<file path="src/rtl/ghost_mode_ctrl_pkg.sv">
// Shared ghost types: mode encoding used by movement,
// sprite colour and the mode sequencer, plus a width helper.
package ghost_pkg;

  typedef enum logic [1:0] {
    MODE_SCATTER = 2'd0,
    MODE_CHASE   = 2'd1,
    MODE_FRIGHT  = 2'd2
  } mode_t;

  localparam int IDX_W = 3;

  function automatic int max_int(input int a, input int b);
    return (a > b) ? a : b;
  endfunction

endpackage

</file>
<file path="src/rtl/ghost_mode_ctrl_if.sv">
// Ghost sequencer bus: tick/pellet/enable in, mode state out.
// master = game core side, slave = ghost_mode_ctrl.
interface ghost_mode_ctrl_if #(
  parameter int FRIGHT_TICKS = 6
);
  import ghost_pkg::*;

  localparam int FW = $clog2(FRIGHT_TICKS + 1);

  logic             tick;
  logic             game_en;
  logic             pellet_eaten;
  mode_t            mode;
  logic             flashing;
  logic             reverse;
  logic [IDX_W-1:0] phase_idx;
  logic [FW-1:0]    fright_left;

  modport master (
    output tick, game_en, pellet_eaten,
    input  mode, flashing, reverse,
    input  phase_idx, fright_left
  );

  modport slave (
    input  tick, game_en, pellet_eaten,
    output mode, flashing, reverse,
    output phase_idx, fright_left
  );

endinterface

</file>
<file path="src/rtl/ghost_mode_ctrl_countdown.sv">
// tick_countdown: loadable down-counter that stops at 1.
// Ports: load_i/load_val_i load, dec_i decrement, value_o, at_one_o.
module tick_countdown #(
  parameter int MAX     = 7,
  parameter int RST_VAL = MAX,
  localparam int W      = $clog2(MAX + 1)
) (
  input  logic         CLOCK_50,
  input  logic         reset,
  input  logic         load_i,
  input  logic [W-1:0] load_val_i,
  input  logic         dec_i,
  output logic [W-1:0] value_o,
  output logic         at_one_o
);

  logic [W-1:0] value_q;
  logic [W-1:0] value_d;

  always_comb begin
    value_d = value_q;
    if (load_i)
      value_d = load_val_i;
    else if (dec_i && value_q > W'(1))
      value_d = value_q - W'(1);
  end

  always_ff @(posedge CLOCK_50) begin
    if (reset) value_q <= W'(RST_VAL);
    else       value_q <= value_d;
  end

  assign value_o  = value_q;
  assign at_one_o = (value_q == W'(1));

endmodule

</file>
<file path="src/rtl/ghost_mode_ctrl.sv">
// Ghost SCATTER/CHASE/FRIGHT sequencer driven by timer ticks.
// Ports: CLOCK_50, reset (sync, high), bus (slave modport).
module ghost_mode_ctrl
  import ghost_pkg::*;
#(
  parameter int SCATTER_TICKS = 7,
  parameter int CHASE_TICKS   = 20,
  parameter int FRIGHT_TICKS  = 6,
  parameter int FLASH_TICKS   = 2,
  parameter int NUM_PAIRS     = 4
) (
  input logic         CLOCK_50,
  input logic         reset,
  ghost_mode_ctrl_if.slave bus
);

  localparam int PMAX = max_int(SCATTER_TICKS, CHASE_TICKS);
  localparam int PW   = $clog2(PMAX + 1);
  localparam int FW   = $clog2(FRIGHT_TICKS + 1);

  mode_t            mode_q, mode_d;
  mode_t            base_q, base_d;
  logic [IDX_W-1:0] idx_q, idx_d;
  logic             rev_q, rev_want;
  logic             flash_q, flash_d;

  logic          ph_load, ph_dec, ph_one;
  logic [PW-1:0] ph_val, ph_value;
  logic          fr_load, fr_dec, fr_one;
  logic [FW-1:0] fr_val, fr_value, fr_nxt;

  logic et, ep, in_fr, perm;

  assign et    = bus.tick & bus.game_en;
  assign ep    = bus.pellet_eaten & bus.game_en;
  assign in_fr = (mode_q == MODE_FRIGHT);
  assign perm  = (int'(idx_q) >= NUM_PAIRS);

  always_comb begin
    ph_load  = 1'b0;
    ph_val   = PW'(SCATTER_TICKS);
    ph_dec   = 1'b0;
    fr_load  = 1'b0;
    fr_val   = '0;
    fr_dec   = 1'b0;
    mode_d   = mode_q;
    base_d   = base_q;
    idx_d    = idx_q;
    rev_want = 1'b0;
    // Pellet wins over a same-cycle tick.
    if (ep) begin
      fr_load = 1'b1;
      fr_val  = FW'(FRIGHT_TICKS);
      mode_d  = MODE_FRIGHT;
      if (!in_fr) begin
        base_d   = mode_q;
        rev_want = 1'b1;
      end
    end else if (et && in_fr) begin
      if (fr_one) begin
        fr_load = 1'b1;
        mode_d  = base_q;
      end else begin
        fr_dec = (fr_value != '0);
      end
    end else if (et && !perm) begin
      if (!ph_one) begin
        ph_dec = (ph_value != '0);
      end else if (mode_q == MODE_SCATTER) begin
        mode_d   = MODE_CHASE;
        ph_load  = 1'b1;
        ph_val   = PW'(CHASE_TICKS);
        rev_want = 1'b1;
      end else begin
        idx_d = idx_q + IDX_W'(1);
        // Last pair: chase holds forever, timer parked at 1.
        if (int'(idx_q) + 1 < NUM_PAIRS) begin
          mode_d   = MODE_SCATTER;
          ph_load  = 1'b1;
          rev_want = 1'b1;
        end
      end
    end
    fr_nxt = fr_load ? fr_val
           : fr_dec  ? fr_value - FW'(1)
           : fr_value;
    flash_d = (fr_nxt != '0) && (fr_nxt <= FW'(FLASH_TICKS));
  end

  always_ff @(posedge CLOCK_50) begin
    if (reset) begin
      mode_q  <= MODE_SCATTER;
      base_q  <= MODE_SCATTER;
      idx_q   <= '0;
      rev_q   <= 1'b0;
      flash_q <= 1'b0;
    end else begin
      mode_q  <= mode_d;
      base_q  <= base_d;
      idx_q   <= idx_d;
      // Back-to-back qualifying events still give one pulse.
      rev_q   <= rev_want & ~rev_q;
      flash_q <= flash_d;
    end
  end

  tick_countdown #(
    .MAX     (PMAX),
    .RST_VAL (SCATTER_TICKS)
  ) u_phase (
    .CLOCK_50   (CLOCK_50),
    .reset      (reset),
    .load_i     (ph_load),
    .load_val_i (ph_val),
    .dec_i      (ph_dec),
    .value_o    (ph_value),
    .at_one_o   (ph_one)
  );

  tick_countdown #(
    .MAX     (FRIGHT_TICKS),
    .RST_VAL (0)
  ) u_fright (
    .CLOCK_50   (CLOCK_50),
    .reset      (reset),
    .load_i     (fr_load),
    .load_val_i (fr_val),
    .dec_i      (fr_dec),
    .value_o    (fr_value),
    .at_one_o   (fr_one)
  );

  assign bus.mode        = mode_q;
  assign bus.flashing    = flash_q;
  assign bus.reverse     = rev_q;
  assign bus.phase_idx   = idx_q;
  assign bus.fright_left = fr_value;

endmodule

</file>
<file path="src/flat_wrapper.sv">
// flat-port wrapper written by rule: the top's interface ports become plain ports
module ghost_mode_ctrl_flat import ghost_pkg::*;
#(
  parameter int SCATTER_TICKS = 7,
  parameter int CHASE_TICKS   = 20,
  parameter int FRIGHT_TICKS  = 6,
  parameter int FLASH_TICKS   = 2,
  parameter int NUM_PAIRS     = 4
)
  (CLOCK_50, reset, bus_tick, bus_game_en, bus_pellet_eaten, bus_mode, bus_flashing, bus_reverse, bus_phase_idx, bus_fright_left);
  ghost_mode_ctrl_if #(.FRIGHT_TICKS(FRIGHT_TICKS)) bus_i ();
  input logic CLOCK_50;
  input logic reset;
  input wire logic [$bits(bus_i.tick)-1:0] bus_tick;
  input wire logic [$bits(bus_i.game_en)-1:0] bus_game_en;
  input wire logic [$bits(bus_i.pellet_eaten)-1:0] bus_pellet_eaten;
  output wire logic [$bits(bus_i.mode)-1:0] bus_mode;
  output wire logic [$bits(bus_i.flashing)-1:0] bus_flashing;
  output wire logic [$bits(bus_i.reverse)-1:0] bus_reverse;
  output wire logic [$bits(bus_i.phase_idx)-1:0] bus_phase_idx;
  output wire logic [$bits(bus_i.fright_left)-1:0] bus_fright_left;
  assign bus_i.tick = bus_tick;
  assign bus_i.game_en = bus_game_en;
  assign bus_i.pellet_eaten = bus_pellet_eaten;
  assign bus_mode = bus_i.mode;
  assign bus_flashing = bus_i.flashing;
  assign bus_reverse = bus_i.reverse;
  assign bus_phase_idx = bus_i.phase_idx;
  assign bus_fright_left = bus_i.fright_left;
  ghost_mode_ctrl #(.SCATTER_TICKS(SCATTER_TICKS), .CHASE_TICKS(CHASE_TICKS), .FRIGHT_TICKS(FRIGHT_TICKS), .FLASH_TICKS(FLASH_TICKS), .NUM_PAIRS(NUM_PAIRS)) u_core (.CLOCK_50(CLOCK_50), .reset(reset), .bus(bus_i));
endmodule
</file>
<file path="config.mk">
export PLATFORM = sky130hd
export DESIGN_NAME = ghost_mode_ctrl_flat
export DESIGN_NICKNAME = d
export VERILOG_FILES = /design/src/rtl/ghost_mode_ctrl_pkg.sv /design/src/rtl/ghost_mode_ctrl_if.sv /design/src/rtl/ghost_mode_ctrl_countdown.sv /design/src/rtl/ghost_mode_ctrl.sv /design/src/flat_wrapper.sv
export SDC_FILE = /design/constraint.sdc
export NUM_CORES = 1
export LEC_CHECK = 0
export BUFFER_PORTS_ARGS = -buffer_cell sky130_fd_sc_hd__clkbuf_2
export CELL_PAD_IN_SITES_DETAIL_PLACEMENT = 2
export CELL_PAD_IN_SITES_GLOBAL_PLACEMENT = 2
export CORE_MARGIN = 10
export CORE_UTILIZATION = 35
export CTS_BUF_LIST = sky130_fd_sc_hd__clkbuf_4 sky130_fd_sc_hd__clkbuf_8
export CTS_CLUSTER_SIZE = 14
export DETAILED_ROUTE_END_ITERATION = 10
export GPL_TIMING_DRIVEN = 1
export HOLD_SLACK_MARGIN = 0.1
export PLACE_DENSITY_LB_ADDON = 0.1
export SYNTH_ARGS = -nofsm -noshare
export SYNTH_HDL_FRONTEND = slang
export SYNTH_SLANG_ARGS = --single-unit
</file>
<file path="constraint.sdc">
create_clock -name CLOCK_50 -period 2.6 [get_ports CLOCK_50]
set_input_delay 0.26 -clock CLOCK_50 [delete_from_list [all_inputs] [get_ports CLOCK_50]]
set_output_delay 0.26 -clock CLOCK_50 [all_outputs]
set_load 0.005 [all_outputs]
</file>
; After elaboration in Yosys (flattened, before gate mapping)
; Index checks and enable logic that the tools add are counted.
[word_totals]
output_inout_bits = 10
regBits = 17
[classes]
mux = 37
add_sub_neg = 4
eq_ne = 5
bitwise = 8
reduce_logical = 23
order_cmp = 5
[ops]
columns = op, n
row1 = $mux 5, 7
row2 = $lt 32x4->1 const B, 1
row3 = $mux 1, 18
row4 = $mux 3, 5
row5 = $reduce_bool 3->1, 5
row6 = $mux 2, 7
row7 = $reduce_and 4->1, 2
row8 = $reduce_bool 2->1, 4
row9 = $eq 5x1->1 const B, 1
row10 = $gt 5x1->1 const B, 1
row11 = $logic_and 1x1->1, 5
row12 = $not 1->1, 5
row13 = $reduce_and 5->1, 1
row14 = $reduce_bool 5->1, 1
row15 = $sub 5x1->5 const B, 1
row16 = $add 3x1->4 const B, 1
row17 = $reduce_bool 4->1, 1
row18 = $add 3x1->3 const B, 1
row19 = $and 1x1->1, 3
row20 = $eq 3x1->1 const B, 1
row21 = $ge 3x3->1 const B, 1
row22 = $gt 3x1->1 const B, 1
row23 = $le 3x2->1 const B, 1
row24 = $ne 3x1->1 const B, 1
row25 = 7 further kinds, 7

; Depth between registers and ports, before layout
[logic_depth]
ltp_word = 9
mapped_depth = 7
ltp_nobuf = 7

; By module
; From an unflattened synthesis, not the netlist that was laid out.
[unflattened]
hier_cells = 146
hier_area_um2 = 1183.6
[by_module_without_submodules]
columns = module, instances, cells_per_inst, seq_area_each_um2, area_per_inst_um2
row1 = ghost_mode_ctrl, 1, 74, 180.2, 599.3
row2 = tick_countdown (u_core.u_phase), 1, 45, 100.1, 366.6
row3 = tick_countdown (u_core.u_fright), 1, 27, 60.1, 217.7

; Least setup slack after synthesis
; Ideal clock, no wire load.
[synth_path]
path_kind = register -> register
from = reg u_core.u_phase.value_q[1], in the netlist u_core.u_phase.value_o[1]
to = reg u_core.u_phase.value_q[1], in the netlist u_core.u_phase.value_o[1]
required_ns = 2.475
period_less_slack_ns = 1.924
arrival_ns = 1.800
setup_time_ns = 0.125
path_slack_ns = 0.676
path_stages_with_launch = 8
cell_sequence = dfxtp_1 > inv_1 > ha_1 > or4b_4 > nor3_4 > o311ai_1 > and3_1 > a2111o_1
[synth_via]
elab_chain_len = 7
[synth_rtl]
columns = element, line_no
row1 = "start, declared", ghost_mode_ctrl_countdown.sv:17  ; logic [W-1:0] value_q;
row2 = "start signal, assigned", ghost_mode_ctrl_countdown.sv:29  ; if (reset) value_q <= W'(RST_VAL);
row3 = "start signal, assigned", ghost_mode_ctrl_countdown.sv:30  ; else value_q <= value_d;
row4 = $eq 5x1->1 / $reduce_bool 5->1 (equally long branches), "ghost_mode_ctrl_countdown.sv:34, ghost_mode_ctrl.sv:68"
row5 = $mux 1, ghost_mode_ctrl.sv:67  ; if (!ph_one) begin
row6 = $mux 1, ghost_mode_ctrl.sv:66  ; end else if (et && !perm) begin
row7 = $mux 1, ghost_mode_ctrl.sv:59  ; end else if (et && in_fr) begin
row8 = $mux 1, ghost_mode_ctrl.sv:51  ; if (ep) begin
row9 = $logic_and 1x1->1, ghost_mode_ctrl_countdown.sv:24  ; else if (dec_i && value_q > W'(1))
row10 = $reduce_bool 2->1 (no line), --
; Parallel ways exist; a longest one is shown, timed or not. The select of a mux whose other input is x is not followed.
; A chain may end at the register's enable or synchronous reset.

; Final worst setup path
; Ends and elaborated chain as after synthesis.

==> run summary <==
### Timing
• 0 ns — final sum of negative setup slack
• 0.615 ns — slew at the pin closest to its max-slew limit
• 0 — Hold Violations, Final
• 0.430 ns — Final Worst Setup Slack
• 461 MHz — maximum operating frequency
• 0.00784 ns — worst clock skew
• 58.6% — remaining max-slew budget at the tightest pin
• 0 — number of endpoints failing setup at the final stage
• 83.5% — share of the clock period used by the worst path
• no — RSZ-0062 raised after global routing
• 2.17 ns — Period minus WS final
• 0 — final-report max-slew violation count

### Route
• 17.5 um — wire length per cell after detailed routing
• 0 — remaining design rule violation count
• 3.26 mm — routed wire length
• 1040 — total via count after detailed routing
• 4 — number of iterations in the first detailed-routing pass
• 33 — number of DRC markers after the initial detailed-route iteration
• 0 — number of antenna-violating nets in the routed design
• 5.59 — vias per cell

### Worst setup path
• u_core.u_phase.value_o[1] — worst flop-to-flop path endpoint
• reg2reg — path type of the worst setup path
• 2.80 ns — required arrival time at the worst endpoint
• 2.37 ns — arrival time at the worst endpoint
• 7 — number of cell instances on the worst register-to-register path
• 0.53 ns — max incr delay on CP
• flop — Worst setup EP type
• or4b_4 — cell with the largest stage delay on the worst path
• u_core.u_phase.value_o[1] — r2r startpoint
• 0.43 ns — minimum setup slack among reg-to-reg paths
• flop — nature of the critical path startpoint
• inv_1 > ha_1 > or4b_4 > nor3_4 > o311ai_1 > and3_1 > a2111o_1 — cell-by-cell trace of the critical path
• 4 — CP Max Fanout

### Worst hold path
• u_core.base_q[0] — hold path endpoint
• in2reg — type of the most critical hold path
• 3 — Hold Path Cell Cnt
• bus_game_en — Min-Delay Startpoint

### Clock network
• 0.30 ns — clock latency at the later pin of the worst-skew pair
• 2 — largest buffer count on any clock path
• 0 — quantity of gates resized following cts
• 0.11 ns — clock input transition at the sequential cells of the worst setup and hold paths
• 0 — quantity of hold-fixing buffers added after cts
• 3 — CTS Buf Count
• 0 — number of buffers inserted by post-CTS setup repair
• 1 — Max H-tree Level
• yes — TritonCTS clock tree
• clkbuf_4 — root buf cell
• 17 — clock sink total

### Global routing
• 11.9% — All-Layer GR Usage
• 0 — total gr overflow
• 16 — maximum number of pins on one net before global-route repair
• 5.82 mm — global-route wire length before repair
• 0 — number of antenna violations at the first check in global routing
• 1169 — number of global-route vias before repair

### Floorplan
• 15 — Ports
• 76.2 um — Die Width
• 3030 sq um — Core Region
• 5810 sq um — area enclosed by the die boundary
• 36.5% — Starting Density
• 20 — row cnt
• 76.2 um — die height

### Layout
• 0 — antenna cells
• 155 — final net count
• 20.4% — ratio of cells with drive above 1 in the final layout
• 12.0% — Synth-to-Final Area Change
• 362 — Layout fillers

### Synth
• 8.57 sq um — Synth Area per Inst
• 141 — Net Count, Synth
• 30.8% — portion of the post-synthesis area used by sequential elements
• dfxtp_1 — predominant post-synthesis flop cell
• 0% — share of async-settable or async-resettable flops after synthesis
• 1110 sq um — Synth Cell Area
• 17 — number of synthesized register bits
• 46 — Synth cell types
• 0 — yosys synthesis warning count
• 129 — gate count of the mapped netlist
• 0 — Post-synth EDFFs

### Place
• 2.56 mm — detailed-placement wirelength estimate
• 0.443 ns — worst-case setup slack after placement
• 0.748 — placer's final routability congestion estimate
• 14 — Port Buffer Count

### Power
• 0.000174 V — worst supply voltage drop on vdd
• 0.500 nW — Leak
• 408 nW/um^2 — PwrDens

### Run status
• finished clean — result of the run

### Flow run
• 0 — number of max-cap violations

## critical path, delay by kind of cell, from the launching register on
| family | cells | cell delay [ns] |
|---|---|---|
| DFF | 1 | 0.34 |
| adders and majority gates | 1 | 0.19 |
| and+or+nand+nor | 3 | 0.96 |
| AOI/OAI and AO/OA | 2 | 0.47 |
| buffers and inverters | 1 | 0.10 |
## per-stage QoR
step           hold WS, ns  cell area, sq um  power, W  util (%)  std cells
6_report             0.320              1240  0.000506      40.9        186
4_1_cts              0.322              1240  0.000513      40.9        186
5_1_grt              0.330              1240  0.000542      40.9        186
2_1_floorplan        0.339              1110  0.000328         -        129
3_5_place_dp         0.434              1210  0.000354      39.9        182
3_3_place_gp         0.404              1210  0.000348      39.9        182
## how the worst max path moves through the flow
stage / from / end / slack (ns) / cells past startpoint
global route: u_core.u_phase.value_o[1] / u_core.u_phase.value_o[1] / 0.29 / 7
global placement: u_core.u_phase.value_o[1] / u_core.u_phase.value_o[1] / 0.50 / 7
detailed placement: u_core.u_phase.value_o[1] / u_core.u_phase.value_o[1] / 0.44 / 7
CTS: u_core.u_phase.value_o[1] / u_core.u_phase.value_o[1] / 0.43 / 7
floorplan: u_core.u_phase.value_o[1] / u_core.u_phase.value_o[1] / 0.68 / 7
finish: u_core.u_phase.value_o[1] / u_core.u_phase.value_o[1] / 0.43 / 7
## metal layers
| layer | global-route usage, % | vias up | share of wire, % |
|---|---|---|---|
| met3 | 2.71 | 5 | 3.1 |
| met5 | 0 | - | 0 |
| met2 | 20.4 | 16 | 51 |
| li1 | - | 505 | - |
| met1 | 14.2 | 514 | 44 |
| met4 | 3.90 | 0 | 1.3 |
## cells in the final DEF, fill, tap and decap left out, types with 2 or more instances in the layout
cell type,netlist,layout
and3_1,3,3
clkbuf_2,0,14
nand3_1,3,3
nor3_1,6,6
nand2_1,8,8
mux2i_1,2,2
nor3_4,2,2
a31oi_1,5,5
a21oi_1,12,12
or4_1,2,2
nand3b_1,2,2
clkbuf_4,0,4
dfxtp_1,17,17
o22ai_1,2,2
ha_1,7,7
xnor2_1,2,2
inv_1,7,7
nor2_1,13,13
nand4b_1,2,2
o21ai_0,3,3
## Yosys cell counts, drive strengths merged, types with 2 or more instances
master	count	area, sq um
dfxtp	17	340
nand3b	3	35.0
nand4b	2	17.5
xnor2	2	17.5
nand3	3	15.0
or4	2	15.0
nor3	9	72.6
a21oi	12	60.1
clkbuf	2	7.51
inv	7	26.3
buf	3	15.0
o21ai	3	15.0
mux2i	2	20.0
o22ai	2	12.5
and3	3	18.8
ha	7	87.6
nor2	13	48.8
nand2	8	30.0
nor4	2	27.5
a31oi	5	31.3
## kinds of logic (layout without fill, tap and decap cells)
| group | after synthesis | in the layout | share of synthesized area [%] |
|---|---|---|---|
| AND/OR/NAND/NOR | 55 | 55 | 33.1 |
| AO/OA/AOI/OAI | 32 | 32 | 18.6 |
| flip-flops | 17 | 17 | 30.8 |
| buffers and inverters | 12 | 25 | 4.41 |
| adder cells (fa/ha/maj) | 7 | 7 | 7.92 |
| XOR/XNOR | 3 | 3 | 2.38 |
| multiplexers | 3 | 3 | 2.83 |
## where the power goes
part	switching, W	leakage, nW	internal (W)
registers	0.00000984	0.138	0.000267
clock network	0.0000887	0.0184	0.0000702
logic	0.0000425	0.343	0.0000273
## registers in the layout, indices dropped and copies added (netlist names)
| register | cells |
|---|---|
| u_core.u_phase.value_o | 5 |
| u_core.bus.phase_idx | 3 |
| u_core.u_fright.value_o | 3 |
| u_core.base_q | 2 |
| u_core.bus.mode | 2 |
| u_core.bus.flashing | 1 |
| u_core.bus.reverse | 1 |
## area by class of cell
class                   instances  area, sq um  area share [%]
well taps                      44         55.1            4.44
clock buffers                   4         30.0            2.42
flip-flops and latches         17          340            27.5
multi-input cells             100          717            57.9
repair buffers                 14         70.1            5.66
inverters                       7         26.3            2.12
No activity file was read; power rests on OpenSTA's default activity.
